===== config.mk =====
export PLATFORM = sky130hd
export DESIGN_NAME = run_pattern_tx
export DESIGN_NICKNAME = d
export VERILOG_FILES = /design/src/rtl/run_pattern_tx.sv
export SDC_FILE = /design/constraint.sdc
export NUM_CORES = 1
export LEC_CHECK = 0
export BUFFER_PORTS_ARGS = -buffer_cell sky130_fd_sc_hd__buf_2
export CAP_MARGIN = 20
export CORE_ASPECT_RATIO = 1.2
export CORE_MARGIN = 2
export CORE_UTILIZATION = 40
export CTS_BUF_LIST = sky130_fd_sc_hd__clkbuf_2
export DETAILED_ROUTE_END_ITERATION = 6
export SYNTH_ARGS = -nofsm -noshare
export SYNTH_HDL_FRONTEND = slang
export SYNTH_SLANG_ARGS = --single-unit

===== constraint.sdc =====
create_clock -name Clk -period 4.35 [get_ports Clk]
set_clock_uncertainty 0.2 [all_clocks]
set_input_delay 0.6525 -clock Clk [delete_from_list [all_inputs] [get_ports Clk]]
set_output_delay 0.6525 -clock Clk [all_outputs]
set_load 0.02 [all_outputs]

===== src/rtl/run_pattern_tx.sv =====
// run_pattern_tx: turns queued {bit, length} run commands into a gapless serial
// w stream for the run-of-four detector, and produces exp_z, a registered model
// of that detector's z output.
module run_pattern_tx #(
    parameter int LEN_W      = 4,
    parameter int FIFO_DEPTH = 4,
    parameter int RUN_THRESH = 4
) (
    input  logic                          Clk,
    input  logic                          reset,
    input  logic                          cmd_valid,
    input  logic                          cmd_bit,
    input  logic [LEN_W-1:0]              cmd_len,
    output logic                          cmd_ready,
    output logic                          w_out,
    output logic                          w_valid,
    output logic                          exp_z,
    output logic [$clog2(FIFO_DEPTH):0]   fifo_level,
    output logic                          busy
);

    localparam int PTR_W = $clog2(FIFO_DEPTH);
    localparam int LVL_W = PTR_W + 1;
    localparam int CNT_W = $clog2(RUN_THRESH + 1);

    typedef enum logic {IDLE, EMIT} state_t;

    typedef struct packed {
        logic             val;
        logic [LEN_W-1:0] len;
    } cmd_t;

    state_t                state_q, state_d;
    cmd_t                  mem_q [FIFO_DEPTH];
    cmd_t                  mem_d [FIFO_DEPTH];
    logic [PTR_W-1:0]      wr_ptr_q, wr_ptr_d;
    logic [PTR_W-1:0]      rd_ptr_q, rd_ptr_d;
    logic [LVL_W-1:0]      level_q, level_d;
    logic                  val_q, val_d;
    logic [LEN_W-1:0]      rem_q, rem_d;
    logic                  cmd_ready_q, cmd_ready_d;
    logic                  w_out_q, w_out_d;
    logic                  w_valid_q, w_valid_d;
    logic                  busy_q, busy_d;
    logic [RUN_THRESH-1:0] hist_q, hist_d;
    logic [CNT_W-1:0]      cnt_q, cnt_d;
    logic                  exp_z_q, exp_z_d;

    cmd_t                  head;
    logic                  have_head;
    logic                  push;
    logic                  pop;

    // Next-state: FIFO bookkeeping, run sequencing, registered outputs and the z model.
    always_comb begin
        // NOTE: every variable gets a default first so no path leaves it unassigned (no latch).
        state_d   = state_q;
        mem_d     = mem_q;
        wr_ptr_d  = wr_ptr_q;
        rd_ptr_d  = rd_ptr_q;
        val_d     = val_q;
        rem_d     = rem_q;
        hist_d    = hist_q;
        cnt_d     = cnt_q;
        pop       = 1'b0;
        head      = mem_q[rd_ptr_q];
        have_head = (level_q != '0);
        push      = cmd_valid && cmd_ready_q;

        case (state_q)
            IDLE: begin
                if (have_head) begin
                    // A zero-length head is popped and dropped, costing one idle cycle.
                    pop = 1'b1;
                    if (head.len != '0) begin
                        state_d = EMIT;
                        val_d   = head.val;
                        rem_d   = head.len;
                    end
                end
            end
            EMIT: begin
                rem_d = rem_q - LEN_W'(1);
                if (rem_q == LEN_W'(1)) begin
                    // Chain straight into the next non-empty run to keep the stream gapless.
                    if (have_head && head.len != '0) begin
                        pop   = 1'b1;
                        val_d = head.val;
                        rem_d = head.len;
                    end else begin
                        state_d = IDLE;
                    end
                end
            end
            default: state_d = IDLE;
        endcase

        if (push) begin
            mem_d[wr_ptr_q] = '{val: cmd_bit, len: cmd_len};
            wr_ptr_d        = wr_ptr_q + PTR_W'(1);
        end
        if (pop) begin
            rd_ptr_d = rd_ptr_q + PTR_W'(1);
        end
        level_d     = level_q + LVL_W'(push) - LVL_W'(pop);
        cmd_ready_d = (level_d < LVL_W'(FIFO_DEPTH));

        w_valid_d = (state_d == EMIT);
        w_out_d   = w_valid_d && val_d;
        busy_d    = w_valid_d || (level_d != '0);

        // The detector model only advances on cycles that carried an emitted bit.
        if (w_valid_q) begin
            hist_d = {hist_q[RUN_THRESH-2:0], w_out_q};
            if (cnt_q != CNT_W'(RUN_THRESH)) begin
                cnt_d = cnt_q + CNT_W'(1);
            end
        end
        exp_z_d = (cnt_d == CNT_W'(RUN_THRESH)) && ((hist_d == '0) || (hist_d == '1));
    end

    // Control and output registers with synchronous reset.
    always_ff @(posedge Clk) begin
        // NOTE: sequential state uses non-blocking assignments so all flops update together.
        if (reset) begin
            state_q     <= IDLE;
            wr_ptr_q    <= '0;
            rd_ptr_q    <= '0;
            level_q     <= '0;
            val_q       <= 1'b0;
            rem_q       <= '0;
            cmd_ready_q <= 1'b1;
            w_out_q     <= 1'b0;
            w_valid_q   <= 1'b0;
            busy_q      <= 1'b0;
            hist_q      <= '0;
            cnt_q       <= '0;
            exp_z_q     <= 1'b0;
        end else begin
            state_q     <= state_d;
            wr_ptr_q    <= wr_ptr_d;
            rd_ptr_q    <= rd_ptr_d;
            level_q     <= level_d;
            val_q       <= val_d;
            rem_q       <= rem_d;
            cmd_ready_q <= cmd_ready_d;
            w_out_q     <= w_out_d;
            w_valid_q   <= w_valid_d;
            busy_q      <= busy_d;
            hist_q      <= hist_d;
            cnt_q       <= cnt_d;
            exp_z_q     <= exp_z_d;
        end
    end

    // Command storage.
    always_ff @(posedge Clk) begin
        // NOTE: storage is not reset; the pointers and level decide which entries are live.
        mem_q <= mem_d;
    end

    assign cmd_ready  = cmd_ready_q;
    assign w_out      = w_out_q;
    assign w_valid    = w_valid_q;
    assign exp_z      = exp_z_q;
    assign fifo_level = level_q;
    assign busy       = busy_q;

endmodule

==> tab_implementation.tex, run 1 <==
\begin{tabular}{lr}
\hline
Metric & Value \\
\hline
\multicolumn{2}{l}{\textbf{Layout}} \\
\quad Number of nets in the final layout & about 210 \\
\quad Antenna diodes & 0 \\
\quad Leading cell type in the layout, fill and taps excluded & dfxtp\_1 \\
\quad Share of cells above drive strength 1 & a little under a fifth \\
\quad Area taken by multi-input logic gates & about 890 sq um \\
\quad Layout fillers & approximately 440 \\
\quad Most used cells in the layout excluding fill and tap cells & 24 x dfxtp\_1, 20 x edfxtp\_1, 15 x buf\_2, 12 x nor2\_1 \\
\quad Post-synthesis to final-layout area growth & 9.932\% \\
\quad Sequential cell area in the final layout & between 1000 and 1500 sq um \\
\quad Final std cells w/o fill & about 250 \\
\multicolumn{2}{l}{\textbf{Route}} \\
\quad DRC violations left & 0 \\
\quad Detailed-router iteration count before antenna repair & 4 \\
\quad Number of violations reported at the end of detailed-routing iteration 0 & just over 90 \\
\quad Routed vias & around 1400 \\
\quad Drt wl/cell & $\sim$15 microns \\
\quad Post-Route WL & around 3.8 mm \\
\quad Via-per-instance ratio & 5.583 \\
\quad Routed Antenna Nets & 0 \\
\multicolumn{2}{l}{\textbf{Synthesis}} \\
\quad Net count after synthesis & 194 \\
\quad Post-synth design cell area & 2041 sq um \\
\quad Sequential cell area fraction in the yosys report & 52.97\% \\
\quad Share of synthesized flip-flops with an asynchronous set or reset & 0\% \\
\quad Post-synthesis instance total & 175 \\
\quad Synthesized area per cell & 11.66 sq um \\
\quad Count of cell types in the netlist & 43 \\
\quad Synthesis Warnings & 0 \\
\quad Dominant register cell in the synthesized netlist & dfxtp\_1 \\
\quad Flop and latch count out of synthesis & between 40 and 50 \\
\quad EDFF count, synth & 20 \\
\multicolumn{2}{l}{\textbf{Power and ir drop}} \\
\quad VDD IR-drop max & around 0.00035 V \\
\quad Switching share of total power & between 30\% and 40\% \\
\quad Internal power & 0.8614 mW \\
\quad Combinational power share & 42.4\% \\
\quad Sw power & $\sim$0.55 mW \\
\quad Clock Power Share & about 16\% \\
\quad Static Leak & $\sim$0.85 nW \\
\quad Design Power & about 1.4 mW \\
\quad Cell Pwr Density & around 630 nW/um\^{}2 \\
\quad Sequential share of power & between 40\% and 50\% \\
\multicolumn{2}{l}{\textbf{Clock network}} \\
\quad Max Root-Sink Buffers & 2 \\
\quad Setup Buffers After CTS & 0 \\
\quad Sinks on Clock Net & 44 \\
\quad Insertion delay to the later sink of the worst-skew pair & roughly 400 ps \\
\quad TritonCTS buffer count & 5 \\
\quad Clk pin slew, worst setup/hold paths & 220 ps \\
\quad Clock tree from TritonCTS & done \\
\quad Clock root buffer master & clkbuf\_2 \\
\quad Number of H-tree levels & 2 \\
\quad CTS hold repair buffers & 0 \\
\quad Total of cells resized after clock tree synthesis & 0 \\
\multicolumn{2}{l}{\textbf{Critical path}} \\
\quad Worst path buffer plus inverter count & 2 \\
\quad Crit path max fanout & 11 \\
\quad Top delay family on crit path & adder cells \\
\quad Kind of critical path & flip-flop to flip-flop \\
\quad Crit. End Element & flip-flop \\
\quad Slowest stage delay, CP & 750 ps \\
\quad Critical path arrival & between 3000 and 4000 ps \\
\quad Startpoint class of the critical path & flip-flop \\
\quad Slowest cell on crit path & mux4\_1 \\
\quad Critical path data required time & approximately 4500 ps \\
\quad Critical path cell sequence & mux4\_1, nor4\_4, o31ai\_1, ha\_1, inv\_1, ha\_1, inv\_1, fa\_1, xor2\_1, xnor2\_1, and4b\_1, a21oi\_1 \\
\multicolumn{2}{l}{\textbf{Timing}} \\
\quad Hold violation count in the final report & 0 \\
\quad Period utilization & approximately 84\% \\
\quad Worst hold-check slack & around 250 ps \\
\quad Worst-margin pin slew & between 700 and 800 ps \\
\quad Number of setup violations in the final report & 0 \\
\quad Rel. slew slack & around half \\
\quad Final sum of negative setup slack & 0 ps \\
\quad Max Clock Freq & approximately 270 MHz \\
\quad Final period demand of the worst path & 3672 ps \\
\quad Slew Viols, Final & 0 \\
\quad Unrepaired setup endpoints after global routing & false \\
\multicolumn{2}{l}{\textbf{Flow run}} \\
\quad Max-Cap Viols & 0 \\
\multicolumn{2}{l}{\textbf{Status}} \\
\quad Result of the run & completed \\
\multicolumn{2}{l}{\textbf{GRT}} \\
\quad Global-route total usage across every layer & a little over an eighth \\
\quad Antenna violations before repair & 0 \\
\quad Maximum number of pins on one net before global-route repair & 24 \\
\quad Number of global-route vias before repair & approximately 1400 \\
\quad First-pass GRT wire length & about 6.2 mm \\
\quad Leftover overflow at the end of global routing & 0 \\
\multicolumn{2}{l}{\textbf{Floorplan}} \\
\quad Die span in x & just under 70 microns \\
\quad Starting density of the core & $\sim$41\% \\
\quad Core outline area & 4940 sq um \\
\quad IO Pins & 16 \\
\quad Standard-cell rows & 28 \\
\quad Y dimension of the die & 82.25 microns \\
\quad Die Footprint & 5692 sq um \\
\multicolumn{2}{l}{\textbf{Place}} \\
\quad Buffers on Ports & 15 \\
\quad Number of placed instances with taps included & 246 \\
\quad Post-DP HPWL & 2.755 mm \\
\quad Weighted congestion at the end of routability-driven global placement & just under 0.9 \\
\multicolumn{2}{l}{\textbf{Min path}} \\
\quad Path category of the worst min-delay check & primary input to flip-flop \\
\hline
\end{tabular}
==> cells in the mapped netlist, types with 2 or more instances <==
| cell | count | share of area, % |
|---|---|---|
| a31oi_1 | 2 | 0.61 |
| o2111ai_1 | 2 | 0.86 |
| nand3_1 | 5 | 1.2 |
| mux4_1 | 2 | 2.6 |
| nand2_1 | 11 | 2.0 |
| edfxtp_1 | 20 | 29 |
| o31ai_1 | 3 | 1.1 |
| or2_2 | 2 | 0.61 |
| and4b_1 | 2 | 0.98 |
| clkbuf_1 | 5 | 0.92 |
| mux2i_1 | 3 | 1.5 |
| mux4_2 | 3 | 3.3 |
| nor2_1 | 12 | 2.2 |
| a21oi_1 | 11 | 2.7 |
| nor2b_1 | 2 | 0.61 |
| or3_1 | 3 | 0.92 |
| inv_1 | 11 | 2.0 |
| ha_1 | 10 | 6.1 |
| dfxtp_1 | 24 | 24 |
| and3_1 | 4 | 1.2 |
| o21ai_0 | 3 | 0.74 |
| nor3_1 | 9 | 2.2 |
| xnor2_1 | 4 | 1.7 |
| o211ai_1 | 3 | 1.1 |
==> path summary, 6_finish.rpt <==
path | endpoint | slack [ps] | start | depth (start not counted)
setup / recovery | busy$_SDFF_PP0_ | 680 | rd_ptr_q[0]$_SDFFE_PP0N_ | 12
hold / removal | mem_q[14]$_DFFE_PP_ | 250 | cmd_bit | 1
setup reg to reg | busy$_SDFF_PP0_ | 680 | rd_ptr_q[0]$_SDFFE_PP0N_ | 12
hold reg to reg | w_out$_SDFF_PP0_ | 300 | val_q$_SDFF_PP0_ | 2
==> state kept, by name (all words and copies together) (netlist names), 2 cells and up <==
register and count:
hist_q 4, cnt_q 3, mem_q 20, wr_ptr_q 2
rd_ptr_q 2, fifo_level 3, rem_q 4
==> layout make-up <==
class	count	share of cell area (%)
inverters	11	1.840
clock buffers	5	1.115
multi-input cells	114	39.60
flip-flops and latches	44	48.19
well taps	60	3.346
repair buffers	17	4.016
clock inverters	3	1.896
==> power by group through the flow <==
stage / logic, mW / registers (mW) / clock network (mW)
final: 0.600 / 0.589 / 0.226
after global routing: 0.671 / 0.604 / 0.249
after CTS: 0.601 / 0.590 / 0.234
after detailed placement: 0.597 / 0.599 / 0
after global placement: 0.579 / 0.597 / 0
after floorplan: 0.443 / 0.603 / 0
==> kinds of logic (layout without fill, tap and decap cells) <==
family                     count (synthesis)  after routing  synth area share [%]
xor gates and xnor gates                   5              5                 2.146
AOI/OAI and AO/OA                         32             32                 11.04
DFF                                       44             44                 52.97
buffers and inverters                     17             36                 3.495
adders and majority gates                 11             11                 7.112
and+or+nand+nor                           58             58                 15.88
muxes                                      8              8                 7.357
==> per-stage QoR <==
stage / setup WS (ps) / area [sq um] / utilization [%]
after floorplan: 970.6 / 2041 / -
after global placement: 791.4 / 2176 / 44.05
after detailed placement: 688.4 / 2176 / 44.05
after CTS: 647.4 / 2243 / 45.42
after global routing: 437.2 / 2243 / 45.42
final: 678.1 / 2243 / 45.42
==> metal layers <==
metal	track usage, %	vias up	wire length [microns]
li1	-	686	-
met5	0	-	0
met2	25.10	37	1919
met1	15.96	689	1612
met4	3.529	0	38
met3	3.641	6	179
(Power assumes the default switching activity.)
==> run 2: changes to the inputs <==
==> constraint.sdc (replaced) <==
create_clock -name Clk -period 3.82 [get_ports Clk]
set_clock_uncertainty 0.2 [all_clocks]
set_input_delay 0.573 -clock Clk [delete_from_list [all_inputs] [get_ports Clk]]
set_output_delay 0.573 -clock Clk [all_outputs]
set_load 0.02 [all_outputs]
==> run 2 against run 1 <==
Worst hold slack worse by 71 ps. First-iteration DRC count decreased by 44%. Critical path depth is the same. Sequential power up 13%. Via count increased by 0.35%. Highest routed layer unchanged. Largest cell class unchanged. Die area is the same.
==> tab_implementation.tex, run 2 (synthesis gave the netlist of run 1 again) <==
\begin{tabular}{lr}
\hline
Metric & Value \\
\hline
\multicolumn{2}{l}{\textbf{Route}} \\
\quad Routed Antenna Nets & 0 (unchanged) \\
\quad Detailed-router iteration count before antenna repair & 4 (unchanged) \\
\quad Via-per-instance ratio & 5.580 (about the same) \\
\quad Drt wl/cell & 15.83 microns (+7.2\%) \\
\quad Routed vias & 1423 (+0.35\%) \\
\quad Post-Route WL & 4.036 mm (+7.6\%) \\
\quad Number of violations reported at the end of detailed-routing iteration 0 & 52 (-44\%) \\
\quad DRC violations left & 0 (unchanged) \\
\multicolumn{2}{l}{\textbf{Power and ir drop}} \\
\quad VDD IR-drop max & 0.0003305 V (-5.0\%) \\
\quad Sequential share of power & 41.2\% (-0.4 points) \\
\quad Sw power & 0.6366 mW (+15\%) \\
\quad Internal power & 0.9859 mW (+14\%) \\
\quad Combinational power share & 43.1\% (+0.7 points) \\
\quad Clock Power Share & 15.7\% (-0.3 points) \\
\quad Switching share of total power & 39.24\% (+0.12 points) \\
\quad Static Leak & 0.8673 nW (+1.6\%) \\
\quad Cell Pwr Density & 722.5 nW/um\^{}2 (+15\%) \\
\multicolumn{2}{l}{\textbf{Critical path}} \\
\quad Startpoint class of the critical path & flip-flop \\
\quad Critical path data required time & 3900 ps (-560 ps) \\
\quad Slowest cell on crit path & mux4\_1 \\
\quad Crit. End Element & flip-flop \\
\quad Kind of critical path & flip-flop to flip-flop \\
\quad Critical path cell sequence & mux4\_1, nor4\_4, o31ai\_1, ha\_1, inv\_1, ha\_1, inv\_1, fa\_1, xor2\_1, xnor2\_1, and4b\_1, a21oi\_1 \\
\quad Worst R2R Path Depth & 12 (unchanged) \\
\quad Slowest stage delay, CP & 720 ps (-30 ps) \\
\quad Crit path max fanout & 8 (-3) \\
\quad Critical path arrival & 3690 ps (-90 ps) \\
\multicolumn{2}{l}{\textbf{Clock network}} \\
\quad Total of cells resized after clock tree synthesis & 0 (unchanged) \\
\quad Max Root-Sink Buffers & 2 (unchanged) \\
\quad Insertion delay to the later sink of the worst-skew pair & 400 ps (about the same) \\
\quad TritonCTS buffer count & 5 (unchanged) \\
\quad Number of H-tree levels & 2 (unchanged) \\
\quad Setup Buffers After CTS & 0 (unchanged) \\
\quad Sinks on Clock Net & 44 (unchanged) \\
\quad Clock tree from TritonCTS & done \\
\quad CTS hold repair buffers & 0 (unchanged) \\
\quad Clk pin slew, worst setup/hold paths & 230 ps (about the same) \\
\quad Clock root buffer master & clkbuf\_2 \\
\multicolumn{2}{l}{\textbf{Timing}} \\
\quad Final sum of negative setup slack & 0 ps (unchanged) \\
\quad Rel. slew slack & 50.58\% (+2.1 points) \\
\quad Slew Viols, Final & 0 (unchanged) \\
\quad Final period demand of the worst path & 3615 ps (-57.06 ps) \\
\quad Max Clock Freq & 276.6 MHz (+1.6\%) \\
\quad Period utilization & 94.63\% (+10 points) \\
\quad Worst-margin pin slew & 735.6 ps (-31.23 ps) \\
\quad Unrepaired setup endpoints after global routing & false \\
\quad Number of setup violations in the final report & 0 (unchanged) \\
\quad Hold violation count in the final report & 0 (unchanged) \\
\multicolumn{2}{l}{\textbf{Layout}} \\
\quad Share of cells above drive strength 1 & 18.46\% (+0.42 points) \\
\quad Number of nets in the final layout & 213 (+0.47\%) \\
\quad Layout fillers & 458 (+4.6\%) \\
\quad Antenna diodes & 0 (unchanged) \\
\quad Most used cells in the layout excluding fill and tap cells & 24 x dfxtp\_1, 20 x edfxtp\_1, 15 x buf\_2, 12 x nor2\_1 \\
\quad Regs by FF count & mem\_q (20), hist\_q (4), rem\_q (4) \\
\quad Largest register by flop count & mem\_q \\
\quad Flip-flop count of the largest register, all copies and words added & 20 (unchanged) \\
\quad Final design instance area without fill & 2246 sq um (+0.11\%) \\
\quad Post-synthesis to final-layout area growth & 10.05\% \\
\quad Leading cell type in the layout, fill and taps excluded & dfxtp\_1 \\
\multicolumn{2}{l}{\textbf{Floorplan}} \\
\quad Die Footprint & 5692 sq um (unchanged) \\
\quad Standard-cell rows & 28 (unchanged) \\
\quad Starting density of the core & 41.31\% (unchanged) \\
\quad Core outline area & 4940 sq um (unchanged) \\
\quad Die span in x & 69.21 microns (unchanged) \\
\quad IO Pins & 16 (unchanged) \\
\quad Y dimension of the die & 82.25 microns (unchanged) \\
\multicolumn{2}{l}{\textbf{Min path}} \\
\quad Path category of the worst min-delay check & primary input to flip-flop \\
\quad Instance count along the most critical hold path & 1 (unchanged) \\
\multicolumn{2}{l}{\textbf{Place}} \\
\quad Post-DP HPWL & 2.954 mm (+7.2\%) \\
\quad Buffers on Ports & 15 (unchanged) \\
\quad Area of placed instances & 2183 sq um (+0.34\%) \\
\quad Weighted congestion at the end of routability-driven global placement & 0.8301 (-4.1\%) \\
\multicolumn{2}{l}{\textbf{GRT}} \\
\quad Maximum number of pins on one net before global-route repair & 24 (unchanged) \\
\quad Number of global-route vias before repair & 1465 (+6.7\%) \\
\quad First-pass GRT wire length & 6.603 mm (+6.4\%) \\
\quad Peak-usage layer in the global routing report & met2 \\
\quad Leftover overflow at the end of global routing & 0 (unchanged) \\
\quad Global-route total usage across every layer & 14.75\% (+1.1 points) \\
\quad Antenna violations before repair & 0 (unchanged) \\
\quad Grt met3 use & 4.005\% (+0.36 points) \\
\quad Met1 Track Usage GR & 15.77\% (-0.19 points) \\
\quad GR met2 Demand/Resource & 27.31\% (+2.2 points) \\
\multicolumn{2}{l}{\textbf{Status}} \\
\quad Result of the run & completed \\
\multicolumn{2}{l}{\textbf{Flow run}} \\
\quad Max-Cap Viols & 0 (unchanged) \\
\hline
\end{tabular}
run 2: cell count changes in the layout (fill, tap and decap cells not counted):
cell	previous run	this run
clkinvlp_2	1	0
inv_2	0	2
clkinvlp_4	1	0
buf_4	2	3
run 2: per-stage QoR:
step / power [mW] / instances / utilization, % / setup slack [ps] / hold slack, ps
final: 1.623 / 255 / 45.47 / 205.2 / 177.8
after global routing: 1.742 / 255 / 45.47 / 6.328 / 143.2
after floorplan: 1.191 / 175 / - / 440.6 / 254.7
after detailed placement: 1.371 / 247 / 44.20 / 294.1 / 270.4
after CTS: 1.631 / 255 / 45.47 / 243.9 / 154.2
after global placement: 1.346 / 247 / 44.20 / 407.7 / 272.2
run 2: area by class of cell:
cell class	instances	area (sq um)	share of cell area, %
inverter	11	41.29	1.838
sequential	44	1081	48.13
clock inverter	3	37.54	1.671
multi-input combinational	114	888.4	39.55
tap	60	75.07	3.343
clock buffer	5	25.02	1.114
timing repair buffer	18	97.59	4.345
run 2: worst paths after layout:
check,startpoint,to,slack (ps)
setup / recovery,rd_ptr_q[0]$_SDFFE_PP0N_,busy$_SDFF_PP0_,210
hold / removal,cmd_len[0],mem_q[0]$_DFFE_PP_,180
setup reg to reg,rd_ptr_q[0]$_SDFFE_PP0N_,busy$_SDFF_PP0_,210
hold reg to reg,val_q$_SDFF_PP0_,val_q$_SDFF_PP0_,300
run 2: layer usage:
metal | wire (microns) | vias up | part of all wire [%]
met3 | 171 | 15 | 4.2
met2 | 2044 | 36 | 51
met1 | 1726 | 685 | 43
met4 | 93 | 0 | 2.3
li1 | - | 687 | -
met5 | 0 | - | 0
run 2: worst max-delay path, delay by kind of cell, from the launching register on:
family	cells	cell delay, ps
simple gates	2	570
flops	1	550
xor+xnor	2	350
fa+ha+maj	3	790
mux	1	720
compound gates	2	200
buf+inv	2	110
run 2: power groups by stage:
stage | registers (mW) | clock network, mW | logic [mW]
detailed placement | 0.678 | 0 | 0.693
global placement | 0.674 | 0 | 0.672
floorplan | 0.686 | 0 | 0.505
CTS | 0.667 | 0.265 | 0.699
global route | 0.682 | 0.280 | 0.780
finish | 0.668 | 0.255 | 0.699
==> run 3: changes to the inputs <==
--- a/config.mk
+++ b/config.mk
@@ -12,6 +12,7 @@
 export CORE_UTILIZATION = 40
 export CTS_BUF_LIST = sky130_fd_sc_hd__clkbuf_2
 export DETAILED_ROUTE_END_ITERATION = 6
+export GPL_TIMING_DRIVEN = 0
 export SYNTH_ARGS = -nofsm -noshare
 export SYNTH_HDL_FRONTEND = slang
 export SYNTH_SLANG_ARGS = --single-unit
==> run 3 against run 2 <==
Global-route usage decreased by 0.53 points. Die area stayed put. Combinational power up 1%. Setup slack better by 130 ps. Worst hold slack worse by 26 ps. Critical path depth up 2. Wire length is 4.4% lower. Cell count increased by 2.7%. Clock power grew 2%. Sequential cell count stayed put. Count of clock-buffer cells in the layout is the same. Non-clock buffer count is 7 higher.
==> tab_implementation.tex, run 3 (synthesis gave the netlist of run 1 again) <==
\begin{tabular}{lr}
\hline
Metric & Value \\
\hline
\multicolumn{2}{l}{\textbf{Layout}} \\
\quad Post-synthesis to final-layout area growth & 12.14\% \\
\quad Number of nets in the final layout & 220 (+3.3\%) \\
\quad Antenna diodes & 0 (unchanged) \\
\quad Most used cells in the layout excluding fill and tap cells & 24 x dfxtp\_1, 20 x edfxtp\_1, 15 x buf\_2, 12 x nor2\_1 \\
\quad Final design instance area without fill & 2288 sq um (+1.9\%) \\
\quad Regs by FF count & mem\_q (20), hist\_q (4), rem\_q (4) \\
\quad Leading cell type in the layout, fill and taps excluded & dfxtp\_1 \\
\quad Final std cells w/o fill & 262 (+2.7\%) \\
\quad Share of cells above drive strength 1 & 18.81\% (+0.35 points) \\
\quad Largest register by flop count & mem\_q \\
\quad Flip-flop count of the largest register, all copies and words added & 20 (unchanged) \\
\multicolumn{2}{l}{\textbf{Route}} \\
\quad Post-Route WL & 3.859 mm (-4.4\%) \\
\quad Routed vias & 1445 (+1.5\%) \\
\quad Routed Antenna Nets & 0 (unchanged) \\
\quad Number of violations reported at the end of detailed-routing iteration 0 & 50 (-3.8\%) \\
\quad Drt wl/cell & 14.73 microns (-6.9\%) \\
\quad DRC violations left & 0 (unchanged) \\
\quad Detailed-router iteration count before antenna repair & 4 (unchanged) \\
\quad Via-per-instance ratio & 5.515 (-1.2\%) \\
\multicolumn{2}{l}{\textbf{Timing}} \\
\quad Slew Viols, Final & 0 (unchanged) \\
\quad Hold violation count in the final report & 0 (unchanged) \\
\quad Worst hold-check slack & 152.2 ps (-25.64 ps) \\
\quad Max Clock Freq & 286.7 MHz (+3.6\%) \\
\quad Final sum of negative setup slack & 0 ps (unchanged) \\
\quad Rel. slew slack & 52.59\% (+2.0 points) \\
\quad Unrepaired setup endpoints after global routing & false \\
\quad Number of setup violations in the final report & 0 (unchanged) \\
\quad Final period demand of the worst path & 3488 ps (-126.4 ps) \\
\quad Worst-margin pin slew & 705.7 ps (-29.94 ps) \\
\quad Period utilization & 91.32\% (-3.3 points) \\
\multicolumn{2}{l}{\textbf{Critical path}} \\
\quad Critical path depth in cells & 14 (+2) \\
\quad Worst R2R Path Depth & 14 (+2) \\
\quad Crit. End Element & flip-flop \\
\quad Top delay family on crit path & adder cells \\
\quad Critical path data required time & 3930 ps (+30 ps) \\
\quad Crit path launch & rd\_ptr\_q[1]\$\_SDFFE\_PP0N\_ \\
\quad Slowest cell on crit path & mux4\_2 \\
\quad Worst reg2reg startpoint & rd\_ptr\_q[1]\$\_SDFFE\_PP0N\_ \\
\quad FF-to-FF setup slack & 330 ps (+130 ps) \\
\quad Worst path buffer plus inverter count & 4 (+2) \\
\quad End of the critical path & busy\$\_SDFF\_PP0\_ \\
\quad Crit path max fanout & 8 (unchanged) \\
\quad Startpoint class of the critical path & flip-flop \\
\quad Endpoint of the worst register-to-register path & busy\$\_SDFF\_PP0\_ \\
\quad Slowest stage delay, CP & 430 ps (-290 ps) \\
\quad Critical path cell sequence & clkbuf\_1, mux4\_2, nor4\_4, buf\_4, o31ai\_1, ha\_1, inv\_1, ha\_1, inv\_1, fa\_1, xor2\_1, xnor2\_1, and4b\_1, a21oi\_1 \\
\quad Critical path arrival & 3600 ps (-90 ps) \\
\quad Kind of critical path & flip-flop to flip-flop \\
\multicolumn{2}{l}{\textbf{Place}} \\
\quad Area of placed instances & 2191 sq um (+0.34\%) \\
\quad Buffers on Ports & 15 (unchanged) \\
\quad Number of placed instances with taps included & 250 (+1.2\%) \\
\quad Weighted congestion at the end of routability-driven global placement & 0.8533 (+2.8\%) \\
\quad Post-DP HPWL & 2.861 mm (-3.1\%) \\
\multicolumn{2}{l}{\textbf{Clock network}} \\
\quad Number of H-tree levels & 2 (unchanged) \\
\quad Sinks on Clock Net & 44 (unchanged) \\
\quad CTS hold repair buffers & 0 (unchanged) \\
\quad Clock root buffer master & clkbuf\_2 \\
\quad Insertion delay to the later sink of the worst-skew pair & 410 ps (about the same) \\
\quad Clk pin slew, worst setup/hold paths & 210 ps (-20 ps) \\
\quad Total of cells resized after clock tree synthesis & 0 (unchanged) \\
\quad TritonCTS buffer count & 5 (unchanged) \\
\quad Max Root-Sink Buffers & 2 (unchanged) \\
\quad Clock tree from TritonCTS & done \\
\multicolumn{2}{l}{\textbf{Floorplan}} \\
\quad Starting density of the core & 41.31\% (unchanged) \\
\quad Y dimension of the die & 82.25 microns (unchanged) \\
\quad Standard-cell rows & 28 (unchanged) \\
\quad IO Pins & 16 (unchanged) \\
\quad Die span in x & 69.21 microns (unchanged) \\
\quad Core outline area & 4940 sq um (unchanged) \\
\quad Die Footprint & 5692 sq um (unchanged) \\
\multicolumn{2}{l}{\textbf{Status}} \\
\quad Result of the run & completed \\
\multicolumn{2}{l}{\textbf{Power and ir drop}} \\
\quad VDD IR-drop max & 0.0003241 V (-1.9\%) \\
\quad Cell Pwr Density & 710.1 nW/um\^{}2 (-1.7\%) \\
\quad Static Leak & 0.8770 nW (+1.1\%) \\
\multicolumn{2}{l}{\textbf{GRT}} \\
\quad Global-route total usage across every layer & 14.23\% (-0.53 points) \\
\quad Maximum number of pins on one net before global-route repair & 15 (-38\%) \\
\quad First-pass GRT wire length & 6.375 mm (-3.5\%) \\
\quad Antenna violations before repair & 0 (unchanged) \\
\quad Number of global-route vias before repair & 1363 (-7.0\%) \\
\quad Leftover overflow at the end of global routing & 0 (unchanged) \\
\multicolumn{2}{l}{\textbf{Flow run}} \\
\quad Max-Cap Viols & 0 (unchanged) \\
\multicolumn{2}{l}{\textbf{Min path}} \\
\quad Path category of the worst min-delay check & primary input to flip-flop \\
\hline
\end{tabular}
==> run 3: cell count changes in the layout (fill, tap and decap cells not counted), sizes merged <==
cell,previous run,this run
clkinvlp,0,2
clkbuf,5,10
inv,13,11
buf,18,20
==> run 3: through the flow <==
stage | utilization [%] | setup slack (ps) | power [mW]
floorplan | - | 440.6 | 1.191
finish | 46.33 | 331.6 | 1.625
CTS | 45.72 | 38.78 | 1.619
detailed placement | 44.35 | 29.08 | 1.361
global placement | 44.35 | 106.6 | 1.339
global route | 46.33 | 58.06 | 1.748
==> run 3: how the worst min path moves through the flow <==
stage	startpoint	to	slack (ps)	depth (start not counted)
after floorplan	val_q$_SDFF_PP0_	val_q$_SDFF_PP0_	250	2
after global placement	val_q$_SDFF_PP0_	val_q$_SDFF_PP0_	280	2
after detailed placement	val_q$_SDFF_PP0_	val_q$_SDFF_PP0_	270	2
after CTS	cmd_bit	mem_q[19]$_DFFE_PP_	140	1
after global routing	cmd_bit	mem_q[4]$_DFFE_PP_	150	1
final	cmd_bit	mem_q[9]$_DFFE_PP_	150	1
==> run 3: repair_timing <==
| item | CTS | global route |
|---|---|---|
| pin swaps | 1 | 1 |
| setup buffers | 0 | 4 |
| endpoints found under the setup margin | 1 | 3 |
==> run 3: area by class of cell <==
| class | count | area, sq um |
|---|---|---|
| Fill cell | 459 | 2651 |
| Sequential cell | 44 | 1081 |
| Multi-Input combinational cell | 114 | 888.4 |
| Timing Repair Buffer | 19 | 105.1 |
| Tap cell | 60 | 75.07 |
| Clock inverter | 3 | 42.54 |
| Inverter | 11 | 41.29 |
| Buffer | 6 | 30.03 |
| Clock buffer | 5 | 25.02 |
==> run 3: power by group <==
group / leakage [nW] / internal (mW) / switching, mW
Sequential: 0.380 / 0.588 / 0.0704
Combinational: 0.462 / 0.297 / 0.411
Clock: 0.0351 / 0.108 / 0.151
==> run 3: metal layers <==
metal | wire [microns] | global-route usage [%] | vias to the layer above
met5 | 0 | 0 | -
met2 | 1989 | 26.44 | 32
met1 | 1670 | 16.32 | 700
met4 | 59 | 5.294 | 0
li1 | - | - | 706
met3 | 139 | 2.913 | 7
==> run 3: worst register-to-register path: cells and delay by family, from the launching register on <==
family / cells / cell delay [ps]
fa+ha+maj: 3 / 790
xor+xnor: 2 / 340
flops: 1 / 350
simple gates: 2 / 490
buf+inv: 4 / 650
compound gates: 2 / 150
mux: 1 / 430
